## src/rtl/cov_dist_q16.sv

```systemverilog
// Distance producer: r = floor(sqrt(dx^2 + dy^2)) in Q16, one root bit per cycle, tag travels alongside.
// Latency DATA_WIDTH+2 edges accept-to-valid; no overlap, in_ready low until the output handshake completes.
module cov_dist_q16 #(
    parameter int DATA_WIDTH = 16,
    parameter int TAG_WIDTH  = 4
) (
    input  logic                  clk,
    input  logic                  rst_n,
    input  logic                  in_valid,
    output logic                  in_ready,
    input  logic [DATA_WIDTH-1:0] dx_q16,
    input  logic [DATA_WIDTH-1:0] dy_q16,
    input  logic [TAG_WIDTH-1:0]  in_tag,
    output logic                  out_valid,
    input  logic                  out_ready,
    output logic [DATA_WIDTH-1:0] r_q16,
    output logic [TAG_WIDTH-1:0]  out_tag,
    output logic                  busy
);
    localparam int W  = DATA_WIDTH;
    localparam int RW = W + 1;
    localparam int IW = $clog2(W);

    typedef enum logic [1:0] {S_IDLE, S_SQ, S_ROOT, S_DONE} state_t;

    state_t              state_q;
    logic [W-1:0]        ax_q, ay_q;
    logic [TAG_WIDTH-1:0] tag_q;
    logic [2*W-1:0]      rad_q;
    logic [RW-1:0]       rem_q;
    logic [W-1:0]        root_q;
    logic [IW-1:0]       iter_q;
    logic                fin_q;
    logic                in_ready_q, out_valid_q, busy_q;
    logic [W-1:0]        r_q;
    logic [TAG_WIDTH-1:0] out_tag_q;

    logic [W-1:0]        dx_abs, dy_abs;
    logic [2*W-1:0]      sum_d;
    logic [RW+1:0]       rem_shift, trial;
    logic [RW-1:0]       rem_d;
    logic [W-1:0]        root_d;

    // Two's-complement negate of the most-negative value yields 2^(W-1), which is exact when read unsigned.
    always_comb begin
        dx_abs = dx_q16[W-1] ? (~dx_q16 + 1'b1) : dx_q16;
        dy_abs = dy_q16[W-1] ? (~dy_q16 + 1'b1) : dy_q16;
        sum_d  = {{W{1'b0}}, ax_q} * {{W{1'b0}}, ax_q}
               + {{W{1'b0}}, ay_q} * {{W{1'b0}}, ay_q};
    end

    // Restoring square-root step; the remainder never exceeds 2*root, so RW bits hold it between steps.
    always_comb begin
        rem_shift = {rem_q, rad_q[2*W-1 -: 2]};
        trial     = {1'b0, root_q, 2'b01};
        rem_d     = rem_q;
        root_d    = root_q;
        if (rem_shift >= trial) begin
            rem_d  = RW'(rem_shift - trial);
            root_d = W'({root_q, 1'b1});
        end else begin
            rem_d  = RW'(rem_shift);
            root_d = W'({root_q, 1'b0});
        end
    end

    always_ff @(posedge clk) begin
        if (!rst_n) begin
            state_q     <= S_IDLE;
            ax_q        <= '0;
            ay_q        <= '0;
            tag_q       <= '0;
            rad_q       <= '0;
            rem_q       <= '0;
            root_q      <= '0;
            iter_q      <= '0;
            fin_q       <= 1'b0;
            in_ready_q  <= 1'b1;
            out_valid_q <= 1'b0;
            busy_q      <= 1'b0;
            r_q         <= '0;
            out_tag_q   <= '0;
        end else begin
            case (state_q)
                S_IDLE: begin
                    if (in_valid && in_ready_q) begin
                        ax_q       <= dx_abs;
                        ay_q       <= dy_abs;
                        tag_q      <= in_tag;
                        in_ready_q <= 1'b0;
                        busy_q     <= 1'b1;
                        state_q    <= S_SQ;
                    end
                end
                S_SQ: begin
                    rad_q   <= sum_d;
                    rem_q   <= '0;
                    root_q  <= '0;
                    iter_q  <= IW'(W - 1);
                    fin_q   <= 1'b0;
                    state_q <= S_ROOT;
                end
                S_ROOT: begin
                    // The edge after the last root bit publishes the result.
                    if (fin_q) begin
                        r_q         <= root_q;
                        out_tag_q   <= tag_q;
                        out_valid_q <= 1'b1;
                        state_q     <= S_DONE;
                    end else begin
                        rem_q  <= rem_d;
                        root_q <= root_d;
                        rad_q  <= rad_q << 2;
                        if (iter_q == '0) begin
                            fin_q <= 1'b1;
                        end else begin
                            iter_q <= iter_q - 1'b1;
                        end
                    end
                end
                S_DONE: begin
                    if (out_ready) begin
                        out_valid_q <= 1'b0;
                        in_ready_q  <= 1'b1;
                        busy_q      <= 1'b0;
                        state_q     <= S_IDLE;
                    end
                end
                default: state_q <= S_IDLE;
            endcase
        end
    end

    assign in_ready  = in_ready_q;
    assign out_valid = out_valid_q;
    assign busy      = busy_q;
    assign r_q16     = r_q;
    assign out_tag   = out_tag_q;
endmodule
```

## config.mk

```make
export PLATFORM = sky130hd
export DESIGN_NAME = cov_dist_q16
export DESIGN_NICKNAME = d
export VERILOG_FILES = /design/src/rtl/cov_dist_q16.sv
export SDC_FILE = /design/constraint.sdc
export NUM_CORES = 1
export LEC_CHECK = 0
export CORE_ASPECT_RATIO = 2
export CORE_UTILIZATION = 38
export CTS_CLUSTER_SIZE = 20
export DETAILED_ROUTE_END_ITERATION = 6
export GPL_TIMING_DRIVEN = 0
export PLACE_DENSITY = 0.57
export SYNTH_ARGS = -nofsm -noshare
export SYNTH_HDL_FRONTEND = slang
export SYNTH_SLANG_ARGS = --single-unit
```

## constraint.sdc

```tcl
create_clock -name clk -period 16.65 [get_ports clk]
set_input_delay 4.1625 -clock clk [delete_from_list [all_inputs] [get_ports clk]]
set_output_delay 4.1625 -clock clk [all_outputs]
set_load 0.05 [all_outputs]
```

==> impl_metrics.ini, run 1 <==
[synthesis]
synth-edff-count = 0
synth_flop_cell = dfxtp_1
syn-instance-count = 2397
synth_top_family_by_area = adder cells
synth_nets = 3040
synth_compound_area_share_pct = 11.2
synth_fa_ha_area_share_pct = 48.7
synthDistinctLibCells = 67
ys_top_cells_by_area = fa_1 36%, ha_1 13%, dfxtp_1 12%, inv_1 9.4%, nand2_1 4.2%
yosysSeqAreaShare_pct = 12.2
yosysMostFrequentCell = inv_1
yosys.area_share.xor_xnor_pct = 2.90
muxShareOfSynthArea_pct = 0.526
syn_avg_cell_area_sq_um = 8.93
synth_warnings = 0
netlist.area_leader.share_pct = 35.9
synth_largest_area_cell = fa_1
synth_common_cells = 537 x inv_1, 384 x fa_1, 238 x nand2_1
postSynth.asyncResetShare_pct = 0
ys_ff_latch = 131
syn_area_sq_um = 21400
synth-simple-area-share_pct = 13.2

[critical_path]
arrival_ns = 9.40
rrSetupSlack_ns = 7.55
crit_fanout = 10
worst-endpoint-required_ns = 16.96
cp-start-kind = register
crit_type = reg -> reg
r2r-end = rad_q[26]$_SDFFE_PN0P_
r2r_cells = 23
r2r_start = ay_q[4]$_SDFFE_PN0P_
crit_start = ay_q[4]$_SDFFE_PN0P_
crit_end = rad_q[26]$_SDFFE_PN0P_
cp-end-kind = register

[sta]
fin_crit_ns = 9.10
timing.final.crit_share_pct = 54.6
layout_setup_ws_ns = 7.55
hold_violations = 0
finalSetupViolCount = 0
skew_ns = 0.0126
slew_violations = 0
rsz0062_at_grt = false
slew_headroom_pct = 20.2
timing.fmax_ghz = 0.110
fin_tns_setup_ns = 0
worst_pin_slew_ns = 1.19
holdWs_ns = 0.459

[routing]
met1Wirelength_microns = 21900
drt_pass1_iterations = 5
via_per_inst = 5.19
vias = 16800
drc = 0
wl_microns = 67400
route.top_layer_used = met4
wl_per_cell_microns = 20.8
drt_iter0_drc = 623
dr_wl_met3_microns = 2230
met2_length_microns = 37300
ant_nets = 0

[global_routing]
grt_pass1_wl_microns = 106000
antenna_found_initial = 0
grt_pass1_vias = 18900
grt_max_degree = 17
grt-ovfl-total = 0
grtUsageTotal_pct = 25.1

[place]
dp_hpwl_microns = 58800
dp_cells = 3202
place_congestion = 0.997
io_buffers = 61
dpl_worst_slack_ns = 7.66

[layout]
utilization_pct = 42.3
layout-drive-gt1-share_pct = 2.29
final_cells = 3235
areaGrowthSynthToFinish_pct = 9.88
fin_nets = 3120

[cts]
cts_buffers = 17
cts.repair.resized = 0
clkTransAtPathRegs_ns = 0.07
root_buffer = clkbuf_16
cts_hold_buf = 0
clk_path_buf_depth = 2
cts_setup_buffers = 0
insertion_delay_ns = 0.46
cts_tree = done
htreeDepth = 4
cts.sink_count = 131

[die]
dieWidth_microns = 170
fp.dieH_microns = 338
core_sq_um = 55600
die_area_sq_um = 57400
io_pins = 63
start_util_pct = 38.5
row_count = 122

[power_and_ir_drop]
power_density_nw_per_um2 = 135
swShare_pct = 55.1
p_seq_share_pct = 15.1
ir_drop_mv = 0.146
leakage_uw = 0.0116
power.internal_uw = 1430
power_frac_clock_pct = 12.2
p_sw_uw = 1760
comb_power_share_pct = 72.8

[run]
max_cap_viol_count = 0

[hold_path]
hp-class = reg -> reg

[run_status]
status = finished, final reports clean
-- metrics by stage --
stage	area [sq um]	total power [uW]
after global placement	23000	2760
after floorplan	21400	1990
after CTS	23500	3190
after global routing	23500	3450
final	23500	3180
after detailed placement	23000	2750
-- critical path, stage by stage, from the launching register on --
cell and delay (ns):
dfxtp_1 0.40, clkbuf_1 0.61, clkbuf_1 0.69, nand2_1 0.20
fa_1 0.55, inv_1 0.06, fa_1 0.55, fa_1 0.46
fa_1 0.46, fa_1 0.57, fa_1 0.44, fa_1 0.50
inv_1 0.05, fa_1 0.52, inv_1 0.06, ha_1 0.26
clkbuf_1 0.21, a2111oi_0 0.58, o221ai_1 0.24, a22o_1 0.22
a31oi_1 0.57, o21ai_0 0.24, xnor2_1 0.35, a221oi_1 0.14
-- logic make-up (layout without fill, tap and decap cells) --
kind of cell,count (synthesis),in the layout
AOI/OAI and AO/OA,361,361
adders and majority gates,603,603
other,0,1
and+or+nand+nor,585,585
muxes,11,11
xor gates and xnor gates,71,71
DFF,131,131
buffers and inverters,635,728
-- cell usage in the layout, fill, tap and decap left out, types with 8 or more instances in the layout --
master	count
inv_1	537
fa_1	384
nand2_1	238
ha_1	219
and2_1	131
dfxtp_1	131
a21oi_1	113
clkbuf_1	96
nor2_1	95
clkdlybuf4s50_1	61
o21ai_0	50
xnor2_1	41
a211oi_1	32
xor2_1	30
a22oi_1	28
nand3_1	18
nor2b_1	17
nor3_1	17
clkbuf_16	17
o21a_1	14
a21o_1	13
nand4_1	13
nand2b_1	11
o221ai_1	11
o211ai_1	10
mux2i_1	9
o31ai_1	9
and3_1	8
a31oi_1	8
or4_1	8
-- power groups by stage --
stage	logic (uW)	clock network (uW)	registers, uW
after floorplan	1550	0	437
after CTS	2320	393	478
final	2320	387	480
after global routing	2560	402	484
after detailed placement	2270	0	484
after global placement	2280	0	483
-- layer usage --
layer	vias to the layer above	track usage, %
met5	-	0
met1	8401	23.7
met4	0	19.3
met3	223	2.18
li1	7691	-
met2	488	48.9
-- worst min path at each step --
stage                                start                      to  depth (start not counted)
floorplan            rad_q[8]$_SDFFE_PN0P_   rad_q[8]$_SDFFE_PN0P_                          2
global placement     tag_q[3]$_SDFFE_PN0P_   tag_q[3]$_SDFFE_PN0P_                          2
detailed placement  r_q16[12]$_SDFFE_PN0P_  r_q16[12]$_SDFFE_PN0P_                          2
CTS                 rad_q[13]$_SDFFE_PN0P_  rad_q[13]$_SDFFE_PN0P_                          2
global route         r_q16[4]$_SDFFE_PN0P_   r_q16[4]$_SDFFE_PN0P_                          2
finish               tag_q[0]$_SDFFE_PN0P_   tag_q[0]$_SDFFE_PN0P_                          2
-- state kept, by name, summed over array words and instances, names as in the netlist --
signal	count
tag_q	4
ay_q	16
r_q16	16
out_valid	1
busy	1
out_tag	4
ax_q	16
fin_q	1
root_q	16
rem_q	17
iter_q	4
state_q	2
rad_q	32
in_ready	1
-- layout make-up --
type	instances	area (sq um)
Clock buffer	18	429
Timing Repair Buffer	61	611
Buffer	97	367
Clock inverter	14	141
Inverter	538	2020
Fill cell	5634	32000
Tap cell	744	931
Multi-Input combinational cell	1631	16400
Antenna cell	1	2.50
Sequential cell	131	2620
Note: power is estimated with default switching activity, not from simulation.
==> inputs of run 2 (changes only) <==
==> constraint.sdc (replaced) <==
create_clock -name clk -period 8.4 [get_ports clk]
set_input_delay 2.1 -clock clk [delete_from_list [all_inputs] [get_ports clk]]
set_output_delay 2.1 -clock clk [all_outputs]
set_load 0.05 [all_outputs]
==> impl_metrics.ini, run 2 (synthesis results as in run 1) <==
[sta]
timing.fmax_ghz = 0.123
skew_ns = 0.0122
finalSetupViolCount = 0
timing.final.crit_share_pct = 96.8
slew_violations = 0
slew_headroom_pct = 22.7
hold_violations = 0
layout_setup_ws_ns = 0.272
rsz0062_at_grt = false
worst_pin_slew_ns = 1.15
fin_crit_ns = 8.13
holdWs_ns = 0.459

[routing]
drt_pass1_iterations = 5
drc = 0
ant_nets = 0
route.top_layer_used = met4
drt_iter0_drc = 702
vias = 16800
met1Wirelength_microns = 22300
dr_wl_met3_microns = 1940
wl_per_cell_microns = 20.9
met2_length_microns = 37300
via_per_inst = 5.19
wl_microns = 67600

[cts]
htreeDepth = 4
insertion_delay_ns = 0.46
cts.sink_count = 131
clkTransAtPathRegs_ns = 0.07
root_buffer = clkbuf_16
cts_tree = done
cts_buffers = 17
cts_setup_buffers = 0
clk_path_buf_depth = 2

[layout]
fin_nets = 3118
final_common_cell = inv_1
largest_reg_flops = 32
layout-drive-gt1-share_pct = 3.54
final_area_sq_um = 23600
most-common-layout-cells = 537 x inv_1, 384 x fa_1, 238 x nand2_1
areaGrowthSynthToFinish_pct = 10.1
top_register = rad_q
diodes = 0
reg_top3 = rad_q x32, rem_q x17

[critical_path]
cp-end-kind = register
slowest_stage = dfxtp_1
cp-start-kind = register
crit_chain = clkbuf_1 -> nand2_1 -> fa_1 -> fa_1 -> inv_1 -> fa_1 -> fa_1 -> fa_1 -> fa_1 -> fa_1 -> inv_1 -> fa_1 -> inv_1 -> ha_1 -> clkbuf_1 -> a21oi_1 -> o221ai_1 -> a22o_1 -> a31oi_2 -> o21ai_0 -> xnor2_1 -> a221oi_1
arrival_ns = 8.43
worst-endpoint-required_ns = 8.71
crit_type = reg -> reg
worst_path_largest_cell_delay_ns = 0.61
cpMostUsedCell = fa_1
crit_fanout = 10

[place]
placed_area_sq_um = 23000
place_congestion = 0.997
dpl_worst_slack_ns = -0.590
dp_hpwl_microns = 58800
io_buffers = 61

[hold_path]
hp-class = reg -> reg

[die]
dieWidth_microns = 170
io_pins = 63
core_sq_um = 55600
die_area_sq_um = 57400
fp.dieH_microns = 338
start_util_pct = 38.5
row_count = 122

[global_routing]
grt_max_degree = 17
grtUsageTotal_pct = 25.1
grt_pass1_wl_microns = 106000
grt_pass1_vias = 18900
grt-ovfl-total = 0
antenna_found_initial = 0

[power_and_ir_drop]
power_density_nw_per_um2 = 268
ir_drop_mv = 0.291
leakage_uw = 0.0117

[run]
max_cap_viol_count = 0

[run_status]
status = finished, final reports clean
[run 2: cell types whose count changed in the layout (fill, tap and decap cells not counted), sizes merged]
cell	previous run	this run
clkbuf	113	111
diode	1	0
[run 2: per-layer routing]
| metal | up-vias | GRT usage, % |
|---|---|---|
| met5 | - | 0 |
| met4 | 0 | 19.8 |
| met3 | 227 | 2.19 |
| met2 | 487 | 48.7 |
| met1 | 8380 | 23.7 |
| li1 | 7696 | - |
[run 2: stage by stage]
stage | instances | utilization (%) | setup TNS [ns] | power, uW
2_1_floorplan | 2397 | - | 0 | 3950
3_3_place_gp | 3202 | 41.3 | -2.00 | 5470
3_5_place_dp | 3202 | 41.3 | -1.87 | 5450
4_1_cts | 3233 | 42.4 | 0 | 6320
5_1_grt | 3232 | 42.4 | 0 | 6850
6_report | 3232 | 42.4 | 0 | 6320
[run 2: final timing paths]
check,start,endpoint,slack (ns),cells past startpoint
hold reg to reg,tag_q[0]$_SDFFE_PN0P_,tag_q[0]$_SDFFE_PN0P_,0.46,2
setup reg to reg,ay_q[1]$_SDFFE_PN0P_,rad_q[26]$_SDFFE_PN0P_,0.27,22
setup / recovery,ay_q[1]$_SDFFE_PN0P_,rad_q[26]$_SDFFE_PN0P_,0.27,22
hold / removal,tag_q[0]$_SDFFE_PN0P_,tag_q[0]$_SDFFE_PN0P_,0.46,2
[run 2: cell type report]
class                      count  area, sq um
timing repair buffer          61          611
inverter                     538         2020
buffer                        95          390
multi-input combinational   1631        16400
clock inverter                14          141
fill                        5639        32000
clock buffer                  18          429
tap                          744          931
sequential                   131         2630
[run 2: power by group]
group          internal, uW  switching (uW)  total, uW
clock network           417             350        767
logic                  1660            2930       4590
registers               759             206        965
total                  2840            3490       6320
[run 2: timing repair]
action / in CTS / in global routing
resized for setup: 13 / 33
hold buffers: 0 / 0
endpoints found under the setup margin: 4 / 4
[run 2: worst max-delay path: cells and delay by family (launching register included)]
family | cells | cell delay [ns]
flops | 1 | 0.61
compound gates | 6 | 1.59
buf+inv | 5 | 1.02
fa+ha+maj | 9 | 4.28
simple gates | 1 | 0.15
xor+xnor | 1 | 0.33
==> inputs of run 3 (changes only) <==
--- a/config.mk
+++ b/config.mk
@@ -5,12 +5,16 @@
 export SDC_FILE = /design/constraint.sdc
 export NUM_CORES = 1
 export LEC_CHECK = 0
+export CELL_PAD_IN_SITES_DETAIL_PLACEMENT = 2
+export CELL_PAD_IN_SITES_GLOBAL_PLACEMENT = 2
 export CORE_ASPECT_RATIO = 2
 export CORE_UTILIZATION = 38
 export CTS_CLUSTER_SIZE = 20
 export DETAILED_ROUTE_END_ITERATION = 6
 export GPL_TIMING_DRIVEN = 0
-export PLACE_DENSITY = 0.57
+export PLACE_DENSITY = 0.81
+export REMOVE_ABC_BUFFERS = 1
+export SLEW_MARGIN = 40
 export SYNTH_ARGS = -nofsm -noshare
 export SYNTH_HDL_FRONTEND = slang
 export SYNTH_SLANG_ARGS = --single-unit
==> impl_metrics.ini, run 3 (synthesis results as in run 1) <==
[power_and_ir_drop]
fin_total_pwr_uw = 6680
ir_drop_mv = 0.196
swShare_pct = 55.2
leakage_uw = 0.0117
power.internal_uw = 2990
p_seq_share_pct = 16.5
power_density_nw_per_um2 = 284
comb_power_share_pct = 71.1
p_sw_uw = 3690
power_frac_clock_pct = 12.4

[sta]
timing.fmax_ghz = 0.123
skew_ns = 0.0167
rsz0062_at_grt = false
worst_pin_slew_ns = 0.881
holdWs_ns = 0.456
slew_violations = 0
finalSetupViolCount = 0
fin_crit_ns = 8.13
fin_tns_setup_ns = 0
slew_headroom_pct = 41.2
layout_setup_ws_ns = 0.270
timing.final.crit_share_pct = 96.8
hold_violations = 0

[critical_path]
worst-endpoint-required_ns = 8.76
arrival_ns = 8.49
cp-start-kind = register
crit_type = reg -> reg
r2r_cells = 22
cp-end-kind = register
crit_fanout = 15

[die]
die_area_sq_um = 57400
start_util_pct = 38.5
io_pins = 63
dieWidth_microns = 170
fp.dieH_microns = 338
row_count = 122
core_sq_um = 55600

[routing]
drt_iter0_drc = 582
via_per_inst = 5.51
ant_nets = 0
drc = 0
vias = 17300
wl_microns = 78400
drt_pass1_iterations = 5
wl_per_cell_microns = 24.9

[layout]
layout-drive-gt1-share_pct = 4.58
fin_nets = 3033
areaGrowthSynthToFinish_pct = 9.90
final_common_cell = inv_1
most-common-layout-cells = 537 x inv_1, 384 x fa_1, 238 x nand2_1
top_register = rad_q
diodes = 0
largest_reg_flops = 32
final_cells = 3147
reg_top3 = rad_q x32, rem_q x17

[place]
dp_hpwl_microns = 61500
io_buffers = 62
place_congestion = 0.857
dp_cells = 3115
dpl_worst_slack_ns = -0.328

[cts]
cts.sink_count = 131
root_buffer = clkbuf_16
cts_buffers = 17
htreeDepth = 4
cts_tree = done
clk_path_buf_depth = 2
insertion_delay_ns = 0.47
clkTransAtPathRegs_ns = 0.07

[global_routing]
grt_max_degree = 59
grt_pass1_wl_microns = 122000
grt_pass1_vias = 21500
grt-ovfl-total = 0
grtUsageTotal_pct = 28.9
antenna_found_initial = 0

[hold_path]
hp-class = reg -> reg
whs_path_depth = 2

[run]
max_cap_viol_count = 0

[run_status]
status = finished, final reports clean
-- run 3: cell types whose count changed in the layout (fill, tap and decap cells not counted), moves of 4 or more --
cell	change
nor2_1	-4
buf_16	+4
dfxtp_2	+12
dfxtp_1	-19
clkbuf_2	-22
dfxtp_4	+7
clkbuf_1	-71
-- run 3: path summary, 6_finish.rpt --
path	to	slack, ns	startpoint
max reg2reg	rad_q[26]$_SDFFE_PN0P_	0.27	ax_q[9]$_SDFFE_PN0P_
min	out_tag[0]$_SDFFE_PN0P_	0.46	tag_q[0]$_SDFFE_PN0P_
max	rad_q[26]$_SDFFE_PN0P_	0.27	ax_q[9]$_SDFFE_PN0P_
min reg2reg	out_tag[0]$_SDFFE_PN0P_	0.46	tag_q[0]$_SDFFE_PN0P_
-- run 3: final cells by class --
type / instances / area [sq um]
Clock buffer: 18 / 439
Clock inverter: 14 / 166
Fill cell: 6067 / 32000
Inverter: 538 / 2020
Multi-Input combinational cell: 1631 / 16500
Sequential cell: 131 / 2670
Tap cell: 744 / 931
Timing Repair Buffer: 71 / 790
-- run 3: power groups by stage --
| stage | sequential [uW] | combinational [uW] | clock, uW |
|---|---|---|---|
| final | 1110 | 4750 | 829 |
| after floorplan | 924 | 2950 | 0 |
| after global placement | 1080 | 4250 | 0 |
| after global routing | 1120 | 5130 | 860 |
| after detailed placement | 1100 | 4610 | 0 |
| after CTS | 1100 | 4750 | 840 |
-- run 3: what timing repair did --
item	in CTS	in global routing
hold buffers	0	0
resized for setup	14	11
buffers inserted	0	0
setup endpoints to repair	3	3
-- run 3: per-layer routing --
layer | up-vias | part of all wire (%) | wire length (microns) | GRT usage [%]
met1 | 9068 | 31 | 24200 | 25.2
met5 | - | 0 | 0 | 0
met3 | 292 | 2.7 | 2120 | 3.50
met4 | 0 | 7.8 | 6110 | 20.9
met2 | 460 | 59 | 45900 | 58.6
li1 | 7512 | - | - | -
-- run 3: per-stage QoR --
stage,cell area (sq um),util (%)
2_1_floorplan,21000,-
3_3_place_gp,22600,40.7
3_5_place_dp,22800,41.1
4_1_cts,23500,42.3
5_1_grt,23500,42.3
6_report,23500,42.3
-- run 3: worst max-delay path, stage by stage (launching register included) --
cell and delay [ns]:
dfxtp_2 0.63, inv_1 0.26, nor2_1 0.32, fa_1 0.48, inv_1 0.10, fa_1 0.46
fa_1 0.59, fa_1 0.56, inv_1 0.07, fa_1 0.55, fa_1 0.43, fa_1 0.49
inv_1 0.06, fa_1 0.67, inv_1 0.09, ha_1 0.29, a2111oi_2 0.41, o221ai_1 0.19
a22o_1 0.22, a31oi_2 0.36, o21ai_0 0.23, xnor2_2 0.22, a221oi_1 0.31
